<file path="config.mk">
export PLATFORM = sky130hd
export DESIGN_NAME = pacing_scheduler_flat
export DESIGN_NICKNAME = d
export VERILOG_FILES = /design/src/rtl/pacing_scheduler_if.sv /design/src/rtl/pacing_scheduler.sv /design/src/flat_wrapper.sv
export SDC_FILE = /design/constraint.sdc
export NUM_CORES = 1
export LEC_CHECK = 0
export CAP_MARGIN = 10
export CORE_UTILIZATION = 52
export CTS_CLUSTER_DIAMETER = 80
export DETAILED_ROUTE_END_ITERATION = 16
export PLACE_DENSITY = 0.74
export SYNTH_ARGS = -nofsm -noshare
export SYNTH_HDL_FRONTEND = slang
export SYNTH_SLANG_ARGS = --single-unit
</file>
<file path="constraint.sdc">
create_clock -name clk -period 8.1 [get_ports clk]
set_input_delay 0.81 -clock clk [delete_from_list [all_inputs] [get_ports clk]]
set_output_delay 0.81 -clock clk [all_outputs]
set_load 0.05 [all_outputs]
</file>
<file path="src/rtl/pacing_scheduler_if.sv">
// pacing_scheduler_if: event input, task handshake and queue debug signals of the pacing scheduler
interface pacing_scheduler_if #(
    parameter int DATA_WIDTH  = 64,
    parameter int TS_WIDTH    = 64,
    parameter int QUEUE_DEPTH = 4
);
    localparam int LW = $clog2(QUEUE_DEPTH) + 1;
    logic                         en;
    logic signed [DATA_WIDTH-1:0] input_0;
    logic                         new_input_0;
    logic signed [DATA_WIDTH-1:0] task_data;
    logic [TS_WIDTH-1:0]          task_ts;
    logic                         task_event;
    logic                         task_periodic;
    logic                         task_valid;
    logic                         task_ready;
    logic                         q_push;
    logic                         q_pop;
    logic                         q_push_valid;
    logic                         q_pop_valid;
    logic [LW-1:0]                level;
    logic                         overflow;
    modport master (
        input  en, input_0, new_input_0, task_ready,
        output task_data, task_ts, task_event, task_periodic, task_valid,
               q_push, q_pop, q_push_valid, q_pop_valid, level, overflow
    );
    modport slave (
        output en, input_0, new_input_0, task_ready,
        input  task_data, task_ts, task_event, task_periodic, task_valid,
               q_push, q_pop, q_push_valid, q_pop_valid, level, overflow
    );
endinterface

</file>
<file path="src/rtl/pacing_scheduler.sv">
// pacing_scheduler: merges event arrivals and periodic ticks into one time-ordered task FIFO
module pacing_scheduler #(
    parameter int DATA_WIDTH    = 64,
    parameter int TS_WIDTH      = 64,
    parameter int PERIOD_CYCLES = 500,
    parameter int QUEUE_DEPTH   = 4
) (
    input logic               clk,
    input logic               rst,
    pacing_scheduler_if.master io_bus
);
    localparam int AW = $clog2(QUEUE_DEPTH);
    localparam int LW = AW + 1;
    localparam int PW = $clog2(PERIOD_CYCLES);

    logic [DATA_WIDTH-1:0] r_mem_data [QUEUE_DEPTH];
    logic [TS_WIDTH-1:0]   r_mem_ts   [QUEUE_DEPTH];
    logic                  r_mem_ev   [QUEUE_DEPTH];
    logic                  r_mem_per  [QUEUE_DEPTH];
    logic [TS_WIDTH-1:0]   r_ts;
    logic [PW-1:0]         r_cnt;
    logic [LW-1:0]         r_wr;
    logic [LW-1:0]         r_rd;
    logic [DATA_WIDTH-1:0] r_held;
    logic [DATA_WIDTH-1:0] r_last_data;
    logic [TS_WIDTH-1:0]   r_last_ts;
    logic                  r_overflow;

    logic                  w_tick;
    logic [LW-1:0]         w_level;
    logic                  w_valid;
    logic                  w_full;
    logic                  w_push;
    logic                  w_pop;
    logic                  w_pop_ok;
    logic                  w_push_ok;
    logic [DATA_WIDTH-1:0] w_data;
    logic [AW-1:0]         w_rd_idx;
    logic [AW-1:0]         w_wr_idx;

    // Queue status and handshake decisions; debug strobes are forced low during reset.
    always_comb begin
        w_tick    = io_bus.en & (r_cnt == PW'(PERIOD_CYCLES - 1));
        w_level   = r_wr - r_rd;
        w_valid   = w_level != '0;
        w_full    = w_level == LW'(QUEUE_DEPTH);
        w_push    = ~rst & io_bus.en & (io_bus.new_input_0 | w_tick);
        w_pop     = ~rst & io_bus.en & io_bus.task_ready;
        w_pop_ok  = w_pop & w_valid;
        w_push_ok = w_push & (~w_full | w_pop_ok);
        w_data    = io_bus.new_input_0 ? io_bus.input_0 : r_held;
        w_rd_idx  = r_rd[AW-1:0];
        w_wr_idx  = r_wr[AW-1:0];
    end

    assign io_bus.task_valid    = w_valid;
    assign io_bus.task_data     = w_valid ? r_mem_data[w_rd_idx] : r_last_data;
    assign io_bus.task_ts       = w_valid ? r_mem_ts[w_rd_idx] : r_last_ts;
    assign io_bus.task_event    = w_valid & r_mem_ev[w_rd_idx];
    assign io_bus.task_periodic = w_valid & r_mem_per[w_rd_idx];
    assign io_bus.q_push        = w_push;
    assign io_bus.q_pop         = w_pop;
    assign io_bus.q_push_valid  = w_push_ok;
    assign io_bus.q_pop_valid   = w_pop_ok;
    assign io_bus.level         = w_level;
    assign io_bus.overflow      = r_overflow;

    // Entry storage; a merged event+tick writes a single entry carrying both flags.
    always_ff @(posedge clk) begin
        if (w_push_ok) begin
            r_mem_data[w_wr_idx] <= w_data;
            r_mem_ts[w_wr_idx]   <= r_ts;
            r_mem_ev[w_wr_idx]   <= io_bus.new_input_0;
            r_mem_per[w_wr_idx]  <= w_tick;
        end
    end

    // Timebase, period phase, pointers and sticky overflow; the last popped head is kept for display.
    always_ff @(posedge clk or posedge rst) begin
        if (rst) begin
            r_ts        <= '0;
            r_cnt       <= '0;
            r_wr        <= '0;
            r_rd        <= '0;
            r_held      <= '0;
            r_last_data <= '0;
            r_last_ts   <= '0;
            r_overflow  <= 1'b0;
        end else if (io_bus.en) begin
            r_ts  <= r_ts + TS_WIDTH'(1);
            r_cnt <= w_tick ? '0 : r_cnt + PW'(1);
            if (io_bus.new_input_0) r_held <= io_bus.input_0;
            if (w_push_ok) r_wr <= r_wr + LW'(1);
            if (w_push & ~w_push_ok) r_overflow <= 1'b1;
            if (w_pop_ok) begin
                r_rd        <= r_rd + LW'(1);
                r_last_data <= r_mem_data[w_rd_idx];
                r_last_ts   <= r_mem_ts[w_rd_idx];
            end
        end
    end
endmodule

</file>
<file path="src/flat_wrapper.sv">
// flat-port wrapper written by rule: the top's interface ports become plain ports
module pacing_scheduler_flat 
#(
    parameter int DATA_WIDTH    = 64,
    parameter int TS_WIDTH      = 64,
    parameter int PERIOD_CYCLES = 500,
    parameter int QUEUE_DEPTH   = 4
)
  (clk, rst, io_bus_en, io_bus_input_0, io_bus_new_input_0, io_bus_task_ready, io_bus_task_data, io_bus_task_ts, io_bus_task_event, io_bus_task_periodic, io_bus_task_valid, io_bus_q_push, io_bus_q_pop, io_bus_q_push_valid, io_bus_q_pop_valid, io_bus_level, io_bus_overflow);
  pacing_scheduler_if #(.DATA_WIDTH(DATA_WIDTH), .TS_WIDTH(TS_WIDTH), .QUEUE_DEPTH(QUEUE_DEPTH)) io_bus_i ();
  input logic clk;
  input logic rst;
  input wire logic [$bits(io_bus_i.en)-1:0] io_bus_en;
  input wire logic [$bits(io_bus_i.input_0)-1:0] io_bus_input_0;
  input wire logic [$bits(io_bus_i.new_input_0)-1:0] io_bus_new_input_0;
  input wire logic [$bits(io_bus_i.task_ready)-1:0] io_bus_task_ready;
  output wire logic [$bits(io_bus_i.task_data)-1:0] io_bus_task_data;
  output wire logic [$bits(io_bus_i.task_ts)-1:0] io_bus_task_ts;
  output wire logic [$bits(io_bus_i.task_event)-1:0] io_bus_task_event;
  output wire logic [$bits(io_bus_i.task_periodic)-1:0] io_bus_task_periodic;
  output wire logic [$bits(io_bus_i.task_valid)-1:0] io_bus_task_valid;
  output wire logic [$bits(io_bus_i.q_push)-1:0] io_bus_q_push;
  output wire logic [$bits(io_bus_i.q_pop)-1:0] io_bus_q_pop;
  output wire logic [$bits(io_bus_i.q_push_valid)-1:0] io_bus_q_push_valid;
  output wire logic [$bits(io_bus_i.q_pop_valid)-1:0] io_bus_q_pop_valid;
  output wire logic [$bits(io_bus_i.level)-1:0] io_bus_level;
  output wire logic [$bits(io_bus_i.overflow)-1:0] io_bus_overflow;
  assign io_bus_i.en = io_bus_en;
  assign io_bus_i.input_0 = io_bus_input_0;
  assign io_bus_i.new_input_0 = io_bus_new_input_0;
  assign io_bus_i.task_ready = io_bus_task_ready;
  assign io_bus_task_data = io_bus_i.task_data;
  assign io_bus_task_ts = io_bus_i.task_ts;
  assign io_bus_task_event = io_bus_i.task_event;
  assign io_bus_task_periodic = io_bus_i.task_periodic;
  assign io_bus_task_valid = io_bus_i.task_valid;
  assign io_bus_q_push = io_bus_i.q_push;
  assign io_bus_q_pop = io_bus_i.q_pop;
  assign io_bus_q_push_valid = io_bus_i.q_push_valid;
  assign io_bus_q_pop_valid = io_bus_i.q_pop_valid;
  assign io_bus_level = io_bus_i.level;
  assign io_bus_overflow = io_bus_i.overflow;
  pacing_scheduler #(.DATA_WIDTH(DATA_WIDTH), .TS_WIDTH(TS_WIDTH), .PERIOD_CYCLES(PERIOD_CYCLES), .QUEUE_DEPTH(QUEUE_DEPTH)) u_core (.clk(clk), .rst(rst), .io_bus(io_bus_i));
endmodule
</file>
==> results_dict.tcl, run 1 <==
set metrics [dict create \
    outcome "finished clean" \
    fp.coreArea_um2 60360 \
    grt_max_degree 158 \
    avgRoutedWirePerCell_um 22.80 \
    min_path_cells 1 \
    r2r_setup_slack_ns 2.96 \
    io_buffers 207 \
    crit_buf_inv 2 \
    path_clk_slew_ns 0.06 \
    grt_pass1_wl_mm 96.98 \
    rr_startpoint "u_core.r_rd[0]" \
    ios 208 \
    drv_cap 0 \
    dr.pass1.iters 5 \
    synthFlopType "edfxtp_1" \
    min_period_ns 5.898 \
    fin_nets 1968 \
    cts_tree "yes" \
    wl_mm 62.52 \
    hp-class "flip-flop to flip-flop" \
    postCtsSetupBuffers 0 \
    cts_buffer_depth 3 \
    cellPowerDensity_nw_per_um2 410.2 \
    pre_cts_slack_ns 2.732 \
    synth.avg_cell_area_um2 19.22 \
    die_x_um 249.3 \
    cts_resized 0 \
    vias_per_cell 5.705 \
    die_area_um2 62170 \
    drive_above_1_share 0.3485 \
    fillers 4210 \
    required_ns 7.29 \
    whs_ns 0.4791 \
    slew_viol_final 0 \
    dp_hpwl_mm 35.98 \
    cts_num_sinks 792 \
    gr-total-overflow 0 \
    postCtsHoldBufs 0 \
    final_cells 2742 \
    setup_viol 0 \
    seq_area_um2 22430 \
    cp-end-kind "output pin" \
    start_util 0.5270 \
    worst_path_largest_cell_delay_ns 0.82 \
    syn2layout_area_growth_pct 17.52 \
    drc_errors 0 \
    fin_tns_setup_ns 0 \
    path_cells "ha_1 > fa_1 > xnor3_1 > nand3_4 > buf_4 > mux2_2 > clkdlybuf4s50_1" \
    synth_edf_count 520 \
    antenna_found_initial 4 \
    cts_root_buf "clkbuf_16" \
    ys_seq_area_frac 0.7049 \
    start_kind "flip-flop" \
    yosys_warnings 0 \
    die-height_um 249.3 \
    synth.net_count 1733 \
    design_area_um2 37380 \
    h-tree-depth 3 \
    routabilityCongestion 0.7177 \
    rows 90 \
    place_area_um2 34750 \
    clock.fmax_ghz 0.1696 \
    grtUsageTotal 0.2046 \
    r2r_end "u_core.r_last_data[21]" \
    multiInputGateArea_um2 9005 \
    rsz0062_at_grt "no" \
    utilization 0.6193 \
    syn-cell-area_um2 31810 \
    crit_family "buffers and inverters" \
    hold-path-endpoint "u_core.r_cnt[8]" \
    rr_worst_depth 8 \
    ys_types 41 \
    antenna_left 0 \
    crit_path_max_fanout 53 \
    worst_pin_slew_ns 1.093 \
    crit_slowest_cell "clkdlybuf4s50_1" \
    fin_crit_sh 0.7281 \
    vias 15640 \
    crit_type "flip-flop to output pin" \
    hold_viol 0 \
    clkLatencyLatePin_ns 0.61 \
    design_power_total_mw 15.33 \
    drtIter0Drc 859 \
    timing.final.ws_setup_ns 2.202 \
    min_from "u_core.r_cnt[8]" \
    worstPathArrival_ns 5.09 \
    skew_ns 0.01729 \
    cts-buffers-inserted 80 \
    timing.slew.headroom 0.2712 \
    ys_ff_latch 792 \
    grt_pass1_vias 16660 \
    async_flop_share 0.3434 \
    postSynthCellCount 1655 \
    vdd.ir_drop.worst_uv 385.4 \
    dp_cells 2590 \
    leakagePower_nw 13.74 \
]
synthesized netlist by cell type, types with 2 or more instances:
library cell	n	area [um2]
nor4_2	2	25.02
xnor2_1	29	254.0
nor2b_1	2	12.51
buf_2	36	180.2
mux4_2	130	2928
dfrtp_1	272	6807
xor2_1	43	376.6
nor3b_1	2	15.01
nand2_1	32	120.1
nor2_1	28	105.1
clkbuf_1	36	135.1
edfxtp_1	520	15610
nor3_1	17	85.08
o21ai_0	3	15.01
nor4_1	13	81.33
nand4_2	2	25.02
o21a_1	2	15.01
nand4_1	17	106.4
or4_1	2	15.01
buf_1	6	22.52
and3_1	5	31.28
inv_1	20	75.07
ha_1	8	100.1
and2_1	6	37.54
mux2_2	387	4358
nand3_1	20	100.1
cells in the final DEF, fill, tap and decap left out, types with 12 or more instances in the layout:
master             n
nand4_1           17
nand2_1           32
clkbuf_16         84
nor3_1            17
xor2_1            43
inv_1             19
buf_4             24
mux4_2           130
clkdlybuf4s50_1  205
clkinv_2          14
xnor2_1           29
edfxtp_1         520
dfrtp_1          270
clkbuf_1          16
clkbuf_8          12
nand3_1           19
nor4_1            13
nor2_1            28
mux2_2           387
clkinv_1          12
flip-flops by register name (all words and copies together) (netlist names):
register / cells
u_core.r_mem_ev: 4
u_core.r_ts: 64
u_core.r_wr: 3
u_core.r_mem_data: 256
u_core.r_held: 64
u_core.io_bus.overflow: 1
u_core.r_cnt: 9
u_core.r_mem_ts: 256
u_core.r_rd: 3
u_core.r_last_ts: 64
u_core.r_last_data: 64
u_core.r_mem_per: 4
cells by family (layout without fill, tap and decap cells):
group / after synthesis / after routing / synth area share
buffers and inverters: 98 / 400 / 0.01298
and+or+nand+nor: 156 / 156 / 0.02655
DFF: 792 / 792 / 0.7049
other: 0 / 3 / 0
AOI/OAI and AO/OA: 10 / 10 / 0.002242
adders and majority gates: 9 / 9 / 0.003776
muxes: 517 / 517 / 0.2290
xor gates and xnor gates: 73 / 73 / 0.02053
layout make-up:
class,instances,area share
Timing Repair Buffer,231,0.06038
Clock inverter,37,0.007999
Sequential cell,792,0.6000
Tap cell,782,0.02617
Clock buffer,112,0.06226
Inverter,20,0.002109
Multi-Input combinational cell,765,0.2409
Antenna cell,3,0.0002008
worst max path at each step:
stage / start / end / cells past startpoint
2_1_floorplan: io_bus_en / u_core.r_mem_data[3][0] / 4
3_3_place_gp: u_core.r_rd[0] / io_bus_task_ts[49] / 7
3_5_place_dp: u_core.r_rd[0] / io_bus_task_ts[22] / 7
4_1_cts: u_core.r_rd[0] / io_bus_task_ts[22] / 7
5_1_grt: u_core.r_rd[0] / io_bus_task_ts[22] / 7
6_report: u_core.r_rd[0] / io_bus_task_ts[22] / 7
per-layer routing:
metal	global-route usage	share of wire
met1	0.2720	0.42
met3	0.03156	0.040
met4	0.06208	0.018
met5	0	0.00019
met2	0.3496	0.52
power by group:
| part | total, mW | internal (mW) | leakage (nW) | switching, mW |
|---|---|---|---|---|
| sequential | 5.28 | 4.92 | 8.27 | 0.353 |
| combinational | 6.42 | 2.60 | 4.18 | 3.82 |
| clock | 3.63 | 2.14 | 1.29 | 1.50 |
| total | 15.3 | 9.66 | 13.7 | 5.67 |
No activity file was read; power rests on OpenSTA's default activity.
==> run 2, diff against run 1 <==
--- a/config.mk
+++ b/config.mk
@@ -9,7 +9,7 @@
 export CORE_UTILIZATION = 52
 export CTS_CLUSTER_DIAMETER = 80
 export DETAILED_ROUTE_END_ITERATION = 16
-export PLACE_DENSITY = 0.74
+export PLACE_DENSITY = 0.72
 export SYNTH_ARGS = -nofsm -noshare
 export SYNTH_HDL_FRONTEND = slang
 export SYNTH_SLANG_ARGS = --single-unit
==> constraint.sdc (replaced) <==
create_clock -name clk -period 6.1 [get_ports clk]
set_input_delay 0.61 -clock clk [delete_from_list [all_inputs] [get_ports clk]]
set_output_delay 0.61 -clock clk [all_outputs]
set_load 0.05 [all_outputs]
==> run 2 against run 1 <==
  * Flip-flop and latch count unchanged
  * Core utilization rose by 0.26 points
  * Via count grew 1.0%
  * Power rose by 34%
  * Critical path depth unchanged
  * Worst setup slack worse by 1.4 ns
  * Sequential power is 33% higher
  * Global-route usage grew 0.59 points
  * Count of clock-buffer cells in the layout increased by 6
  * Highest routed layer is now met4
  * Clock skew increased by 0.0074 ns
  * Cell count did not move
  * Largest power group unchanged
  * Sequential share of layout area shrank 0.25 points
==> results_dict.tcl, run 2 (synthesized netlist as in run 1, its figures left out) <==
set metrics [dict create \
    outcome "finished clean" \
    required_ns 5.49 \
    crit_slowest_cell "clkdlybuf4s50_1" \
    start_util 0.5270 \
    cts_buffer_depth 3 \
    h-tree-depth 3 \
    hold-path-endpoint "u_core.r_wr[2]" \
    clock.fmax_ghz 0.1900 \
    die_area_um2 62170 \
    cts_resized 0 \
    hold_viol 0 \
    vias 15800 \
    grt_pass1_wl_mm 99.95 \
    vias_per_cell 5.763 \
    sw_frac_of_total 0.3713 \
    dp_hpwl_mm 35.54 \
    leakagePower_nw 13.81 \
    utilization 0.6220 \
    multiInputGateArea_um2 9005 \
    grt_pass1_vias 17010 \
    crit_path_max_fanout 64 \
    cts_tree "yes" \
    rr_startpoint "u_core.r_rd[0]" \
    path_cells "ha_1 > fa_1 > xnor3_1 > nand3_4 > buf_12 > mux2_2 > clkdlybuf4s50_1" \
    cts_root_buf "clkbuf_16" \
    switchingPower_mw 7.641 \
    cellPowerDensity_nw_per_um2 548.2 \
    rsz0062_at_grt "no" \
    antenna_found_initial 0 \
    drtIter0Drc 888 \
    fp.coreArea_um2 60360 \
    drive_above_1_share 0.3495 \
    ios 208 \
    start_kind "flip-flop" \
    vdd.ir_drop.worst_uv 462.8 \
    reg_top3 "u_core.r_mem_data (256), u_core.r_mem_ts (256)" \
    rows 90 \
    worst_pin_slew_ns 1.096 \
    fillers 4247 \
    cts-buffers-inserted 81 \
    grt_max_degree 169 \
    min_period_ns 5.262 \
    setup_viol 0 \
    cts_num_sinks 792 \
    min_path_cells 1 \
    clkPwrFrac 0.240 \
    gr-total-overflow 0 \
    place_area_um2 34850 \
    syn2layout_area_growth_pct 18.02 \
    worst_path_largest_cell_delay_ns 0.80 \
    die-height_um 249.3 \
    fin_nets 1970 \
    postCtsHoldBufs 0 \
    die_x_um 249.3 \
    rr_worst_depth 7 \
    r2r_setup_slack_ns 2.10 \
    r2r_end "u_core.r_mem_data[0][62]" \
    skew_ns 0.02473 \
    clkLatencyLatePin_ns 0.63 \
    drc_errors 0 \
    fin_crit_sh 0.8627 \
    fin_tns_setup_ns 0 \
    wl_mm 63.42 \
    hp-class "flip-flop to flip-flop" \
    drv_cap 0 \
    dr.pass1.iters 5 \
    final_common_cell "edfxtp_1" \
    antenna_left 0 \
    postCtsSetupBuffers 0 \
    crit_type "flip-flop to output pin" \
    grtUsageTotal 0.2105 \
    avgRoutedWirePerCell_um 23.13 \
    routabilityCongestion 0.7405 \
    min_from "u_core.r_wr[2]" \
    seqPwrFrac 0.341 \
    design_area_um2 37540 \
    path_clk_slew_ns 0.06 \
    n_antenna_cell 0 \
    layout_common_cells "edfxtp_1, mux2_2, dfrtp_1" \
    timing.slew.headroom 0.2696 \
    p_int_mw 12.94 \
    worstPathArrival_ns 4.65 \
    design_power_total_mw 20.58 \
    cp-end-kind "output pin" \
    comb_power_share 0.419 \
    slew_viol_final 0 \
    seq_area_um2 22430 \
    whs_ns 0.4725 \
    io_buffers 207 \
]
[run 2: cell count changes in the layout (fill, tap and decap cells not counted), moves of 2 or more]
cell / before / now
buf_12: 1 / 8
diode_2: 3 / 0
clkinv_1: 12 / 6
clkinvlp_4: 5 / 3
buf_4: 24 / 19
inv_6: 2 / 5
clkbuf_1: 16 / 22
[run 2: power by group through the flow]
stage | clock, mW | sequential (mW) | combinational, mW
after floorplan | 0 | 6.92 | 6.29
after global placement | 0 | 7.07 | 8.62
after detailed placement | 0 | 7.13 | 8.69
after CTS | 5.05 | 7.03 | 8.74
after global routing | 5.26 | 7.12 | 9.02
final | 4.94 | 7.02 | 8.62
[run 2: per-layer routing]
layer  GRT usage  wire length (um)  vias to the layer above
met5           0                 0                        -
met4     0.06102              1130                        0
met2      0.3606             32780                      353
li1            -                 -                     6950
met1      0.2798             26850                     8434
met3     0.03292              2646                       64
[run 2: stage by stage]
step / setup WS (ns) / std cells
final: 0.8378 / 2742
after global routing: 0.6092 / 2742
after CTS: 0.7765 / 2742
after detailed placement: 1.449 / 2591
after global placement: 1.463 / 2591
after floorplan: 0.5698 / 1655
[run 2: final cells by class]
| type | count | area share |
|---|---|---|
| clock buffers | 118 | 0.06289 |
| repair buffers | 232 | 0.06273 |
| flip-flops and latches | 792 | 0.5975 |
| inverters | 20 | 0.002100 |
| clock inverters | 33 | 0.008866 |
| multi-input cells | 765 | 0.2399 |
| well taps | 782 | 0.02606 |
[run 2: how the worst max path moves through the flow]
stage                    from                       to  slack (ns)  cells past startpoint
3_3_place_gp   u_core.r_rd[0]       io_bus_task_ts[16]        1.46                      7
6_report       u_core.r_rd[0]       io_bus_task_ts[56]        0.84                      7
4_1_cts        u_core.r_rd[0]       io_bus_task_ts[56]        0.78                      7
2_1_floorplan       io_bus_en  u_core.r_mem_data[3][0]        0.57                      4
5_1_grt        u_core.r_rd[0]     io_bus_task_data[14]        0.61                      5
3_5_place_dp   u_core.r_rd[0]       io_bus_task_ts[22]        1.45                      7
[run 2: critical path: cells and delay by family, from the launching register on]
family | cells | cell delay [ns]
fa+ha+maj | 2 | 0.74
flops | 1 | 0.73
xor+xnor | 1 | 0.34
mux | 1 | 0.31
simple gates | 1 | 0.56
buf+inv | 2 | 1.24
